`config.mk`:
```
export PLATFORM = sky130hd
export DESIGN_NAME = imem_fetch_ctrl
export DESIGN_NICKNAME = d
export VERILOG_FILES = /design/src/rtl/rv_fetch_pkg.sv /design/src/rtl/imem_fetch_ctrl.sv
export SDC_FILE = /design/constraint.sdc
export NUM_CORES = 1
export LEC_CHECK = 0
export ABC_CLOCK_PERIOD_IN_PS = 3000
export BUFFER_PORTS_ARGS = -buffer_cell sky130_fd_sc_hd__buf_2
export CORE_MARGIN = 5
export CORE_UTILIZATION = 35
export CTS_BUF_LIST = sky130_fd_sc_hd__clkbuf_16
export DETAILED_ROUTE_END_ITERATION = 8
export PLACE_DENSITY = 0.73
export SLEW_MARGIN = 25
export SYNTH_ARGS = -nofsm -noshare
export SYNTH_HDL_FRONTEND = slang
export SYNTH_SLANG_ARGS = --single-unit
```
`constraint.sdc`:
```
create_clock -name clk -period 3 [get_ports clk]
set_clock_uncertainty 0.2 [all_clocks]
set_input_delay 0.3 -clock clk [delete_from_list [all_inputs] [get_ports clk]]
set_output_delay 0.3 -clock clk [all_outputs]
set_load 0.02 [all_outputs]
```
`src/rtl/rv_fetch_pkg.sv`:
```
// Shared types and helpers for the instruction fetch controller.
package rv_fetch_pkg;

    typedef enum logic [1:0] {
        FETCH_BOOT,
        FETCH_RUN,
        FETCH_HALT,
        FETCH_FAULT
    } fetch_state_e;

    localparam logic [31:0] INSTR_BYTES = 32'd4;

    // Word aligned and the whole instruction fits inside the memory.
    function automatic logic addr_legal(input logic [31:0] pc, input logic [31:0] mem_size);
        return (pc[1:0] == 2'b00) && (pc <= mem_size - INSTR_BYTES);
    endfunction

endpackage

```
`src/rtl/imem_fetch_ctrl.sv`:
```
// Fetch sequencer: owns the PC, drives a registered-output instruction memory
// and hands one beat per cycle to decode over valid/ready.
module imem_fetch_ctrl
    import rv_fetch_pkg::*;
#(
    parameter logic [31:0] RESET_PC = 32'h0000_0000,
    parameter int          MEM_SIZE = 256
) (
    input  logic        clk,
    input  logic        reset,
    output logic [31:0] imem_addr,
    input  logic [31:0] imem_instr,
    output logic        if_valid,
    input  logic        if_ready,
    output logic [31:0] if_pc,
    output logic [31:0] if_instr,
    output logic        if_fault,
    input  logic        redirect_valid,
    input  logic [31:0] redirect_pc,
    input  logic        halt_req,
    output logic [31:0] retire_count
);

    localparam logic [31:0] MEM_BYTES = 32'(MEM_SIZE);

    fetch_state_e state;
    logic         inflight_valid;
    logic [31:0]  inflight_pc;
    logic         inflight_fault;
    logic         resume_exact;

    logic         accept;
    logic         stall;
    logic         can_issue;
    logic [31:0]  tgt;

    assign if_valid = inflight_valid && !redirect_valid;
    assign if_pc    = inflight_pc;
    assign if_fault = inflight_fault;
    assign if_instr = inflight_fault ? 32'h0 : imem_instr;

    assign accept = if_valid && if_ready;
    assign stall  = if_valid && !if_ready;

    // A stalled beat re-addresses its own PC so the memory output stays put.
    always_comb begin
        tgt = inflight_pc + INSTR_BYTES;
        if (redirect_valid)
            tgt = redirect_pc;
        else if (stall)
            tgt = inflight_pc;
        else if (state == FETCH_BOOT)
            tgt = RESET_PC;
        else if (resume_exact)
            tgt = inflight_pc;
    end

    assign imem_addr = tgt;

    // A faulting beat being accepted must not pull in the next PC.
    assign can_issue = (redirect_valid ||
                        ((state == FETCH_BOOT || state == FETCH_RUN) &&
                         !(if_valid && inflight_fault)))
                     && !halt_req
                     && (!if_valid || if_ready || redirect_valid);

    always_ff @(posedge clk) begin
        if (reset) begin
            state          <= FETCH_BOOT;
            inflight_valid <= 1'b0;
            inflight_pc    <= RESET_PC;
            inflight_fault <= 1'b0;
            resume_exact   <= 1'b1;
            retire_count   <= 32'h0;
        end else begin
            if (accept && !inflight_fault)
                retire_count <= retire_count + 32'd1;

            if (can_issue) begin
                inflight_valid <= 1'b1;
                inflight_pc    <= tgt;
                inflight_fault <= !addr_legal(tgt, MEM_BYTES);
                resume_exact   <= 1'b0;
                state          <= FETCH_RUN;
            end else if (redirect_valid) begin
                // Redirect under halt: park the target and resume exactly there.
                inflight_valid <= 1'b0;
                inflight_pc    <= redirect_pc;
                inflight_fault <= 1'b0;
                resume_exact   <= 1'b1;
                state          <= FETCH_HALT;
            end else if (accept && inflight_fault) begin
                inflight_valid <= 1'b0;
                state          <= FETCH_FAULT;
            end else if (!stall) begin
                inflight_valid <= 1'b0;
                case (state)
                    FETCH_BOOT, FETCH_RUN: if (halt_req)  state <= FETCH_HALT;
                    FETCH_HALT:            if (!halt_req) state <= FETCH_RUN;
                    default: ;
                endcase
            end
        end
    end

endmodule

```
==> results of run 1 <==
-- layer usage --
layer	vias to the layer above	track usage [%]	part of all wire, %
li1	2434	-	-
met1	2224	23.6	40
met2	241	34.5	47
met3	39	8.20	10
met4	8	7.53	2.6
met5	-	0	0.28
-- cell usage after synthesis (2+ instances only) --
library cell | instances | area [um^2]
nor3_1 | 10 | 50.1
ha_1 | 2 | 25.0
nor2_1 | 67 | 251
a31oi_1 | 10 | 62.6
buf_2 | 2 | 10.0
clkbuf_1 | 29 | 109
nor2b_1 | 33 | 206
nand3_1 | 24 | 120
or4_1 | 2 | 15.0
xnor2_1 | 17 | 149
xor2_1 | 37 | 324
nand3b_1 | 2 | 15.0
mux2i_1 | 2 | 20.0
or4_4 | 2 | 22.5
and3_1 | 8 | 50.1
nand2b_1 | 4 | 25.0
a21oi_1 | 32 | 160
dfxtp_1 | 69 | 1380
and4_1 | 5 | 43.8
nor4_2 | 2 | 25.0
or3_1 | 14 | 87.6
nand2_1 | 94 | 353
inv_1 | 6 | 22.5
o21ai_0 | 52 | 260
nor4_1 | 9 | 56.3
nand4_1 | 13 | 81.3
a22oi_1 | 8 | 60.1
nor3_2 | 2 | 20.0
-- state kept, by name, summed over array words and instances, names as in the netlist --
name	flops
if_pc	32
retire_count	32
state	2
if_fault	1
inflight_valid	1
resume_exact	1
-- area by class of cell --
class | instances | area [um^2] | share of cell area, %
sequential | 69 | 1400 | 22.9
timing repair buffer | 254 | 1470 | 24.1
multi-input combinational | 463 | 2690 | 44.1
tap | 143 | 179 | 2.93
clock inverter | 7 | 115 | 1.89
inverter | 6 | 22.5 | 0.369
clock buffer | 9 | 225 | 3.69
-- kinds of logic after synthesis --
group / count (synthesis)
compound gates: 108
xor+xnor: 54
fa+ha+maj: 2
buf+inv: 39
flops: 69
mux: 3
simple gates: 296
-- layout by cell type, fill, tap and decap left out, drive strengths merged, types with 12 or more instances in the layout --
master	count
a21oi	32
buf	254
dfxtp	69
nand2	94
nand3	24
nand4	13
nor2	67
nor2b	33
nor3	12
o21ai	52
or3	14
xnor2	17
xor2	37
-- timing repair --
item / in CTS / in global routing
setup buffers: 12 / 4
gates resized for setup: 12 / 17
pin swaps: 9 / 7
endpoints found under the setup margin: 8 / 18
-- how the worst max path moves through the flow --
stage	from	to
global placement	if_pc[4]	imem_addr[29]
detailed placement	if_ready	if_fault
global route	if_pc[5]	imem_addr[29]
floorplan	if_pc[4]	if_fault
finish	if_pc[5]	imem_addr[29]
CTS	if_pc[2]	imem_addr[29]
-- per-stage QoR --
| step | cell area [um^2] | setup TNS, ns |
|---|---|---|
| finish | 6100 | -0.0380 |
| global route | 6100 | -0.362 |
| CTS | 6010 | -0.164 |
| detailed placement | 5550 | 0 |
| global placement | 5550 | 0 |
| floorplan | 4190 | 0 |
-- power breakdown --
part	leakage [nW]	switching (mW)	internal, mW
sequential	0.565	0.0378	0.945
combinational	2.02	0.356	0.223
clock	0.167	0.414	0.809
total	2.75	0.808	1.98
-- worst max-delay path, cell delays in order, from the launching register on --
cell and delay [ns]:
dfxtp_4 0.36, nand2_1 0.06, or4_4 0.52, or4_4 0.56
or4_4 0.45, o211ai_4 0.10, buf_6 0.14
==> impl_metrics.tcl, run 1 <==
set metrics [dict create \
    drtIter0Drc 263 \
    grt.total_usage_pct 20.5 \
    synth.distinct_cells 42 \
    grt_max_degree 36 \
    ys_seq_area_share_pct 33.3 \
    synthCells 571 \
    drt-total-wl_mm 15.1 \
    path_max_fanout 6 \
    clockBufferDepth 2 \
    yosys.area_share.simple_pct 35.6 \
    dieArea_um2 14100 \
    rsz0062_at_grt "true" \
    synth_fa_ha_area_share_pct 0.604 \
    p_total_mw 2.79 \
    violations "setup timing" \
    relSlewSlack_pct 25.1 \
    hold_violations 0 \
    slew_viol_final 0 \
    rr_startpoint "if_pc[5]" \
    n_fill_cell 1098 \
    syn_nets 642 \
    cts.sinks 69 \
    setup_viol 1 \
    coreArea_um2 11500 \
    synth_compound_area_share_pct 14.6 \
    wl_per_cell_um 15.9 \
    drive_gt1_share_pct 37.1 \
    via_per_inst 5.20 \
    first_pass_iters 5 \
    dp_hpwl_mm 11.3 \
    place_congestion 0.863 \
    clk_latency_ns 0.33 \
    fin_crit_sh_pct 101 \
    drc 0 \
    synth-edff-count 0 \
    max_slew.worst_pin.slew_ns 1.12 \
    avgSynthCellArea_um2 7.26 \
    dp_slack_ns 0.135 \
    critPathKind "flop to output port" \
    die_h_um 119 \
    min_to "if_pc[4]" \
    hold_path_startpoint "redirect_pc[4]" \
    ys_async_sr_fraction_pct 0 \
    yosysWarnings 0 \
    htree_num_levels 3 \
    rows 39 \
    critPathLaunchType "flop" \
    synth-xor-area-share_pct 11.4 \
    worstSetupEndpointType "output port" \
    grt_pass1_wl_mm 23.8 \
    dp_cells 919 \
    utilization_pct 53.0 \
    whs_ns 0.0346 \
    ir_worst_vdd_mv 0.354 \
    r2r_slack_ns 0.02 \
    ys_ff_latch 69 \
    die_w_um 119 \
    synth_ff_type "dfxtp_1" \
    syn_to_final_growth_pct 47.1 \
    synth_top_family_by_area "simple AND/OR/NAND/NOR gates" \
    crit_required_ns 2.50 \
    stdcell_count 951 \
    fin_ws_ns -0.0380 \
    muxShareOfSynthArea_pct 0.754 \
    cts_root_buf "clkbuf_16" \
    grt_pass1_vias 4724 \
    hp-class "input pin to flop" \
    ant_nets 0 \
    cts_buffers 9 \
    hold_depth 3 \
    syn-cell-area_um2 4150 \
    dr_total_vias 4946 \
    cap_violations 0 \
    grt-ovfl-total 0 \
    path_clk_slew_ns 0.06 \
    n_antenna_cell 0 \
    port_buffers 198 \
    final_net_count 874 \
    cts_hold_buf 0 \
    grt_antenna_before_repair 4 \
    status "finished, violations left" \
    r2r-end "if_pc[25]" \
    min_period_ns 3.04 \
    io_pins 199 \
    powerDensity_nw_per_um2 457 \
    start_util_pct 36.0 \
    max_freq_mhz 329 \
    p_leak_nw 2.75 \
    cts_tree "done" \
    cp.arrival_ns 2.54 \
    r2r_cells 10 \
]
(Power assumes the default switching activity.)
==> run 2: changes to the inputs <==
==> constraint.sdc (replaced) <==
create_clock -name clk -period 3 [get_ports clk]
set_clock_uncertainty 0.2 [all_clocks]
set_input_delay 0.6 -clock clk [delete_from_list [all_inputs] [get_ports clk]]
set_output_delay 0.6 -clock clk [all_outputs]
set_load 0.02 [all_outputs]
==> impl_metrics.tcl, run 2 (synthesized netlist as in run 1, its figures left out) <==
set metrics [dict create \
    status "finished, violations left" \
    violations "setup timing" \
    power.switching_uw 806 \
    post_dp_cell_area_um2 5730 \
    crit_required_ns 2.20 \
    p_leak_nw 2.97 \
    path_max_fanout 6 \
    drtIter0Drc 345 \
    fin_crit_sh_pct 110 \
    cts_buffers 9 \
    comb_power_share_pct 25.2 \
    io_pins 199 \
    rsz0062_at_grt "true" \
    min_period_ns 3.30 \
    htree_num_levels 3 \
    cts_tree "done" \
    slew_viol_final 0 \
    wl_per_cell_um 16.0 \
    ir_worst_vdd_mv 0.352 \
    first_pass_iters 5 \
    p_total_mw 2.56 \
    place_congestion 0.892 \
    drt-total-wl_mm 15.8 \
    coreArea_um2 11500 \
    fin_area_um2 6540 \
    clockBufferDepth 2 \
    cts_hold_buf 0 \
    fin_ws_ns -0.296 \
    die_h_um 119 \
    final_common_cell "buf_2" \
    p_sw_share_pct 31.5 \
    die_w_um 119 \
    seqPwrFrac_pct 38.2 \
    power.internal_mw 1.75 \
    hp-class "flop to flop" \
    drive_gt1_share_pct 42.7 \
    setup_viol 12 \
    clk_latency_ns 0.33 \
    max_freq_mhz 303 \
    via_per_inst 5.26 \
    grt-ovfl-total 0 \
    dieArea_um2 14100 \
    start_util_pct 36.0 \
    grt.total_usage_pct 21.1 \
    drc 0 \
    critPathLaunchType "flop" \
    cp.arrival_ns 2.50 \
    n_fill_cell 1068 \
    path_clk_slew_ns 0.06 \
    cap_violations 0 \
    grt_pass1_vias 5037 \
    dp_hpwl_mm 11.2 \
    max_slew.worst_pin.slew_ns 0.688 \
    cts_root_buf "clkbuf_16" \
    final_cell_mix "buf_2 (178), buf_4 (92), nand2_1 (91)" \
    grt_antenna_before_repair 1 \
    syn_to_final_growth_pct 57.7 \
    critPathKind "flop to output port" \
    tns_ns -2.13 \
    ant_nets 0 \
    pwr-share-clk_pct 36.7 \
    worstSetupEndpointType "output port" \
    powerDensity_nw_per_um2 391 \
    multi_input_area_um2 2830 \
    utilization_pct 56.8 \
    relSlewSlack_pct 53.9 \
    rows 39 \
    hold_violations 0 \
    dr_total_vias 5212 \
    final_net_count 912 \
    port_buffers 198 \
    grt_max_degree 44 \
    grt_pass1_wl_mm 24.7 \
    regArea_um2 1400 \
    cts.sinks 69 \
]
[run 2: worst paths after layout]
| path | from | to | slack, ns | cells after the start |
|---|---|---|---|---|
| setup / recovery | if_pc[5] | imem_addr[29] | -0.30 | 6 |
| hold / removal | if_pc[1] | if_pc[1] | 0.29 | 2 |
| setup reg to reg | if_pc[5] | if_fault | -0.17 | 10 |
| hold reg to reg | if_pc[1] | if_pc[1] | 0.29 | 2 |
[run 2: metrics by stage]
step                hold WS, ns  std cells  worst slack (ns)
floorplan                 0.340        571            -0.258
global placement          0.279        945            -0.332
finish                    0.294        990            -0.296
global route              0.324        989            -0.374
CTS                       0.297        974            -0.372
detailed placement        0.286        945            -0.345
[run 2: power by group through the flow]
stage                     registers [mW]  clock network (mW)  logic, mW
after global placement             0.994                   0      0.572
after CTS                          0.974               0.966      0.608
after detailed placement           0.995                   0      0.576
final                              0.976               0.938      0.643
after floorplan                     1.03                   0      0.291
after global routing               0.979                1.00      0.693
[run 2: layout make-up]
class | count | area share, %
Antenna cell | 1 | 0.0383
Tap cell | 143 | 2.74
Timing Repair Buffer | 292 | 28.2
Clock buffer | 9 | 3.44
Inverter | 6 | 0.344
Sequential cell | 69 | 21.4
Clock inverter | 7 | 0.517
Multi-Input combinational cell | 463 | 43.3
[run 2: metal layers]
metal / share of wire, % / up-vias / GRT usage, %
li1: - / 2518 / -
met1: 38 / 2399 / 22.6
met2: 49 / 253 / 37.9
met3: 10 / 40 / 8.15
met4: 2.7 / 2 / 7.10
met5: 0.044 / - / 0
[run 2: repair_timing]
| action | CTS | global route |
|---|---|---|
| buffers inserted | 12 | 15 |
| endpoints found under the setup margin | 24 | 29 |
| pin swaps | 12 | 20 |
| cloned | 1 | 0 |
| resized for setup | 53 | 45 |
[run 2: worst max-delay path: stages, from the launching register on]
cell      delay (ns)
dfxtp_2         0.33
nand2_2         0.05
or4_4           0.52
or4_4           0.56
or4_4           0.46
o211ai_4        0.09
buf_6           0.14
